<file path="config.mk">
export PLATFORM = sky130hd
export DESIGN_NAME = vga_vram_arbiter
export DESIGN_NICKNAME = d
export VERILOG_FILES = /design/src/rtl/vga_pkg.sv /design/src/rtl/vga_vram_tagpipe.sv /design/src/rtl/vga_vram_arbiter.sv
export SDC_FILE = /design/constraint.sdc
export NUM_CORES = 1
export LEC_CHECK = 0
export CAP_MARGIN = 25
export CORE_UTILIZATION = 43
export CTS_CLUSTER_DIAMETER = 120
export CTS_CLUSTER_SIZE = 30
export DETAILED_ROUTE_END_ITERATION = 12
export PLACE_DENSITY = 0.79
export SLEW_MARGIN = 20
export SYNTH_ARGS = -nofsm -noshare
export SYNTH_HDL_FRONTEND = slang
export SYNTH_SLANG_ARGS = --single-unit
</file>
<file path="constraint.sdc">
create_clock -name clk -period 1.8 [get_ports clk]
set_input_delay 0.27 -clock clk [delete_from_list [all_inputs] [get_ports clk]]
set_output_delay 0.27 -clock clk [all_outputs]
set_load 0.02 [all_outputs]
</file>
<file path="src/rtl/vga_pkg.sv">
// rtl/vga_pkg.sv - shared constants and encodings for the VGA video-RAM path
package vga_pkg;

    localparam int FRAME_CLKS = 833600;
    localparam int LINE_CLKS  = 1600;

    localparam int ADDR_W_DEF = 15;
    localparam int DATA_W_DEF = 3;

    // One-hot return tag {DISP, DRAW_RD}; writes travel untagged.
    typedef enum logic [1:0] {
        TAG_NONE = 2'b00,
        TAG_DRAW = 2'b01,
        TAG_DISP = 2'b10
    } tag_e;

    typedef enum logic {
        SWAP_IDLE    = 1'b0,
        SWAP_PENDING = 1'b1
    } swap_state_e;

endpackage

</file>
<file path="src/rtl/vga_vram_tagpipe.sv">
// rtl/vga_vram_tagpipe.sv - two-stage read tag pipeline and return-data steering
module vga_vram_tagpipe
    import vga_pkg::*;
#(
    parameter int DATA_W = DATA_W_DEF
) (
    input  logic              clk,
    input  logic              reset,
    input  tag_e              tag_i,
    input  logic [DATA_W-1:0] mem_rdata_i,
    output logic              disp_valid_o,
    output logic [DATA_W-1:0] disp_rdata_o,
    output logic              draw_rvalid_o,
    output logic [DATA_W-1:0] draw_rdata_o
);

    tag_e              stage1_q;
    tag_e              stage2_q;
    logic [DATA_W-1:0] disp_hold_q;
    logic [DATA_W-1:0] draw_hold_q;

    // Stage 2 lines up with the RAM read data, so steering is purely combinational.
    assign disp_valid_o  = (stage2_q == TAG_DISP);
    assign draw_rvalid_o = (stage2_q == TAG_DRAW);
    assign disp_rdata_o  = disp_valid_o  ? mem_rdata_i : disp_hold_q;
    assign draw_rdata_o  = draw_rvalid_o ? mem_rdata_i : draw_hold_q;

    always_ff @(posedge clk or posedge reset) begin
        if (reset) begin
            stage1_q    <= TAG_NONE;
            stage2_q    <= TAG_NONE;
            disp_hold_q <= '0;
            draw_hold_q <= '0;
        end else begin
            stage1_q    <= tag_i;
            stage2_q    <= stage1_q;
            disp_hold_q <= disp_rdata_o;
            draw_hold_q <= draw_rdata_o;
        end
    end

endmodule

</file>
<file path="src/rtl/vga_vram_arbiter.sv">
// rtl/vga_vram_arbiter.sv - scan-out/draw arbiter for a double-banked video RAM
module vga_vram_arbiter
    import vga_pkg::*;
#(
    parameter int ADDR_W     = ADDR_W_DEF,
    parameter int DATA_W     = DATA_W_DEF,
    parameter int STARVE_MAX = 64
) (
    input  logic              clk,
    input  logic              reset,
    input  logic              frame_start,
    input  logic              disp_req,
    input  logic [ADDR_W-1:0] disp_addr,
    output logic              disp_valid,
    output logic [DATA_W-1:0] disp_rdata,
    input  logic              draw_req,
    input  logic              draw_we,
    input  logic [ADDR_W-1:0] draw_addr,
    input  logic [DATA_W-1:0] draw_wdata,
    output logic              draw_gnt,
    output logic              draw_rvalid,
    output logic [DATA_W-1:0] draw_rdata,
    input  logic              swap_req,
    output logic              swap_done,
    output logic              disp_bank,
    output logic              draw_starve,
    output logic              mem_en,
    output logic              mem_we,
    output logic [ADDR_W:0]   mem_addr,
    output logic [DATA_W-1:0] mem_wdata,
    input  logic [DATA_W-1:0] mem_rdata
);

    localparam int CNT_W = $clog2(STARVE_MAX + 1);

    swap_state_e       swap_q, swap_d;
    logic              disp_bank_q, disp_bank_d;
    logic              swap_done_q, swap_done_d;
    logic [CNT_W-1:0]  wait_q, wait_d;
    logic              starve_q, starve_d;
    logic              mem_en_q, mem_en_d;
    logic              mem_we_q, mem_we_d;
    logic [ADDR_W:0]   mem_addr_q, mem_addr_d;
    logic [DATA_W-1:0] mem_wdata_q, mem_wdata_d;
    tag_e              tag_d;
    logic              swap_pending;

    assign swap_pending = (swap_q == SWAP_PENDING);
    assign draw_gnt     = draw_req & ~disp_req & ~swap_pending & ~reset;

    always_comb begin
        swap_d      = swap_q;
        disp_bank_d = disp_bank_q;
        swap_done_d = 1'b0;
        case (swap_q)
            SWAP_IDLE: begin
                // A request coinciding with frame_start only arms the flip.
                if (swap_req) swap_d = SWAP_PENDING;
            end
            SWAP_PENDING: begin
                if (frame_start) begin
                    swap_d      = SWAP_IDLE;
                    disp_bank_d = ~disp_bank_q;
                    swap_done_d = 1'b1;
                end
            end
        endcase
    end

    // Banks are resolved from next-state so the first fetch of a new frame sees the flip.
    always_comb begin
        mem_en_d    = 1'b0;
        mem_we_d    = 1'b0;
        mem_addr_d  = mem_addr_q;
        mem_wdata_d = mem_wdata_q;
        tag_d       = TAG_NONE;
        if (disp_req) begin
            mem_en_d   = 1'b1;
            mem_addr_d = {disp_bank_d, disp_addr};
            tag_d      = TAG_DISP;
        end else if (draw_gnt) begin
            mem_en_d   = 1'b1;
            mem_we_d   = draw_we;
            mem_addr_d = {~disp_bank_d, draw_addr};
            if (draw_we) mem_wdata_d = draw_wdata;
            else         tag_d       = TAG_DRAW;
        end
    end

    always_comb begin
        wait_d = wait_q;
        if (draw_gnt)
            wait_d = '0;
        else if (draw_req && !swap_pending && wait_q != CNT_W'(STARVE_MAX))
            wait_d = wait_q + 1'b1;
        starve_d = starve_q | (wait_d == CNT_W'(STARVE_MAX));
    end

    always_ff @(posedge clk or posedge reset) begin
        if (reset) begin
            swap_q      <= SWAP_IDLE;
            disp_bank_q <= 1'b0;
            swap_done_q <= 1'b0;
            wait_q      <= '0;
            starve_q    <= 1'b0;
            mem_en_q    <= 1'b0;
            mem_we_q    <= 1'b0;
            mem_addr_q  <= '0;
            mem_wdata_q <= '0;
        end else begin
            swap_q      <= swap_d;
            disp_bank_q <= disp_bank_d;
            swap_done_q <= swap_done_d;
            wait_q      <= wait_d;
            starve_q    <= starve_d;
            mem_en_q    <= mem_en_d;
            mem_we_q    <= mem_we_d;
            mem_addr_q  <= mem_addr_d;
            mem_wdata_q <= mem_wdata_d;
        end
    end

    assign swap_done   = swap_done_q;
    assign disp_bank   = disp_bank_q;
    assign draw_starve = starve_q;
    assign mem_en      = mem_en_q;
    assign mem_we      = mem_we_q;
    assign mem_addr    = mem_addr_q;
    assign mem_wdata   = mem_wdata_q;

    vga_vram_tagpipe #(
        .DATA_W (DATA_W)
    ) u_tagpipe (
        .clk           (clk),
        .reset         (reset),
        .tag_i         (tag_d),
        .mem_rdata_i   (mem_rdata),
        .disp_valid_o  (disp_valid),
        .disp_rdata_o  (disp_rdata),
        .draw_rvalid_o (draw_rvalid),
        .draw_rdata_o  (draw_rdata)
    );

endmodule

</file>
==> results.toml <==
[timing]
timing.final.crit_share_pct = 96.79
drv_slew = 0
setup_viol = 0
finalHoldViolations = 0
slew-limit-headroom_pct = 79.81
fin_ws_ns = 0.05780
clock.fmax_ghz = 0.5740
worst_pin_slew_ns = 0.2996
fin_worst_skew_ns = 0.009754
min_period_ns = 1.742

[die]
core_region_area_um2 = 4384
die_h_um = 69.70
boundaryPins = 76
dieArea_um2 = 4857
start_util_pct = 44.95
rows = 24
chipWidth_um = 69.70

[placed_design]
dp_cells = 317
dp_hpwl_mm = 3.229
gp_congestion = 0.9163
dp_slack_ns = -0.4134
dpl-instance-area_um2 = 2851
numPortBuffers = 75

[cts]
clock_path_buffers = 2
worst_setup_hold_path_clk_slew_ns = 0.08
clk-insertion-delay-late_ns = 0.29
root_buffer = "clkbuf_8"
numCtsBuffers = 5
htreeDepth = 2
clock-sinks = 42
cts_tree = "built"
hold_buffers = 0

[pwr]
internal-power_uw = 1896
p_sw_share_pct = 32.19
pwr-share-comb_pct = 33.7
p_switching_uw = 900.3
p_leak_uw = 0.001335
ir_worst_vdd_v = 0.0005771
clock_power_share_pct = 22.3
seqPwrFrac_pct = 44.0
pwr_density_cell_nw_per_um2 = 955.7

[synth]
synthArstFlopShare_pct = 100.0
synthAdderAreaFrac_pct = 1.270
synth-xor-area-share_pct = 0.8889
syn_inst = 185
synth_compound_area_share_pct = 12.13
synthSimpleGateAreaFrac_pct = 14.60
synth_cell_types = 41
syn-num-nets = 230
ys_seq_area_share_pct = 53.33
synth_top_family_by_area = "simple AND/OR/NAND/NOR gates"
synth-seq-cells = 42
mappedNetlistArea_um2 = 1971
postSynthAreaPerCell_um2 = 10.65
muxShareOfSynthArea_pct = 13.21
synth_ff_type = "dfrtp_1"
synth-edff-count = 0
yosys_warnings = 0

[setup_path]
cp.required_ns = 1.53
worstSetupPathType = "primary input to primary output"
path_max_fanout = 3
rr_worst_depth = 5
cp-end-kind = "primary output"
start_kind = "primary input"
worstPathArrival_ns = 1.47

[global_routing]
grt_first_pass_wirelength_mm = 6.996
antenna_found_initial = 0
grt_overflow_total = 0
grt_pass1_vias = 1582
grt_util_all_layers_pct = 18.28
grt_max_degree = 32

[cells_and_area]
finalNonFillerCells = 326
stdcell_area_um2 = 2927
drive_gt1_share_pct = 15.69
area_growth_pct = 48.51
antennaDiodeCount = 0
finalNetCount = 318

[drt]
route.met2.wl_mm = 2.102
wl_met3_um = 266
dr.pass1.iters = 4
ant_nets = 0
routed.top_layer = "met4"
routed_wl_mm = 4.216
wl_per_cell_um = 12.93
drtIter0Drc = 85
wl_met1_mm = 1.796
vias = 1669
routed_via_density = 5.120
drc = 0

[outcome]
outcome = "completed"

[min_path]
min_path_cells = 0
worstHoldPathType = "flip-flop to flip-flop"

[flow_run]
cap_violations = 0
## Yosys cell counts (3+ instances only)
master	n	share of area, %
nand2b_1	5	1.6
mux2i_1	17	8.6
o21ai_0	6	1.5
nor2_1	21	4.0
dfrtp_1	42	53
buf_2	5	1.3
mux2_2	4	2.3
nand2_1	17	3.2
inv_1	9	1.7
a21oi_1	16	4.1
mux2_4	3	2.3
nand3_1	4	1.0
## power by group through the flow
stage                     Clock [uW]  Combinational, uW  Sequential [uW]
after floorplan                    0                436             1330
after global placement             0                948             1240
after detailed placement           0                973             1250
after CTS                        645                951             1230
after global routing             680               1020             1260
final                            622                943             1230
## timing repair
action                                  4_1_cts  5_1_grt
pin swaps                                     0        1
setup buffers                                 0        1
endpoints found under the setup margin        9        7
gates resized for setup                      21       10
## worst max-delay path: stages
cell and delay [ns]:
clkdlybuf4s50_1 0.43, or4b_4 0.57, inv_2 0.08, buf_4 0.13
## path summary, 6_finish.rpt
| check | startpoint | endpoint | slack, ns |
|---|---|---|---|
| worst max-delay path | disp_req | draw_gnt | 0.06 |
| min in group asynchronous | reset | u_tagpipe.stage1_q[0] | 0.48 |
| worst max register to register | swap_pending | mem_wdata[0] | 0.16 |
| worst min register to register | u_tagpipe.stage1_q[0] | u_tagpipe.stage2_q[0] | 0.36 |
| max in group asynchronous | reset | mem_addr[0] | 1.06 |
| worst min-delay path | u_tagpipe.stage1_q[0] | u_tagpipe.stage2_q[0] | 0.36 |
## sequential cells by signal (all words and copies together), names as in the netlist
signal	count
disp_bank	1
draw_starve	1
mem_addr	16
mem_en	1
mem_wdata	3
mem_we	1
swap_done	1
swap_pending	1
u_tagpipe.disp_hold_q	3
u_tagpipe.draw_hold_q	3
u_tagpipe.stage1_q	2
u_tagpipe.stage2_q	2
wait_q	7
## placed cells by master (no fill, tap or decap), types with 3 or more instances in the layout
master and n:
a21oi_1 16, buf_4 16, clkbuf_2 3, clkbuf_8 6, clkdlybuf4s50_1 66, dfrtp_1 41, inv_1 8, mux2_2 3
mux2_4 4, mux2i_1 17, nand2_1 17, nand2b_1 5, nand3_1 4, nor2_1 21, o21ai_0 6
## cells by family after synthesis
family,Yosys count
flip-flops,42
AND/OR/NAND/NOR,59
multiplexers,24
adder cells (fa/ha/maj),2
XOR/XNOR,2
AO/OA/AOI/OAI,37
buffers and inverters,19
## through the flow
stage	util, %	hold WS (ns)	total power, uW	setup TNS (ns)
6_report	66.75	0.3615	2797	0
5_1_grt	66.75	0.3597	2958	-0.008104
4_1_cts	66.61	0.3602	2830	0
3_5_place_dp	65.04	0.3411	2222	-1.723
3_3_place_gp	65.04	0.3321	2191	-1.031
2_1_floorplan	-	0.3014	1765	0
## metal layers
metal,up-vias,track usage (%)
met4,0,6.667
met2,54,31.72
li1,818,-
met1,791,21.44
met3,6,5.378
met5,-,0
## final cells by class
type | instances | area, um2
clock buffer | 6 | 82.58
clock inverter | 2 | 12.51
fill | 363 | 1458
inverter | 10 | 37.54
multi-input combinational | 124 | 833.3
sequential | 42 | 1052
tap | 52 | 65.06
timing repair buffer | 90 | 843.3
No activity file was read; power rests on OpenSTA's default activity.
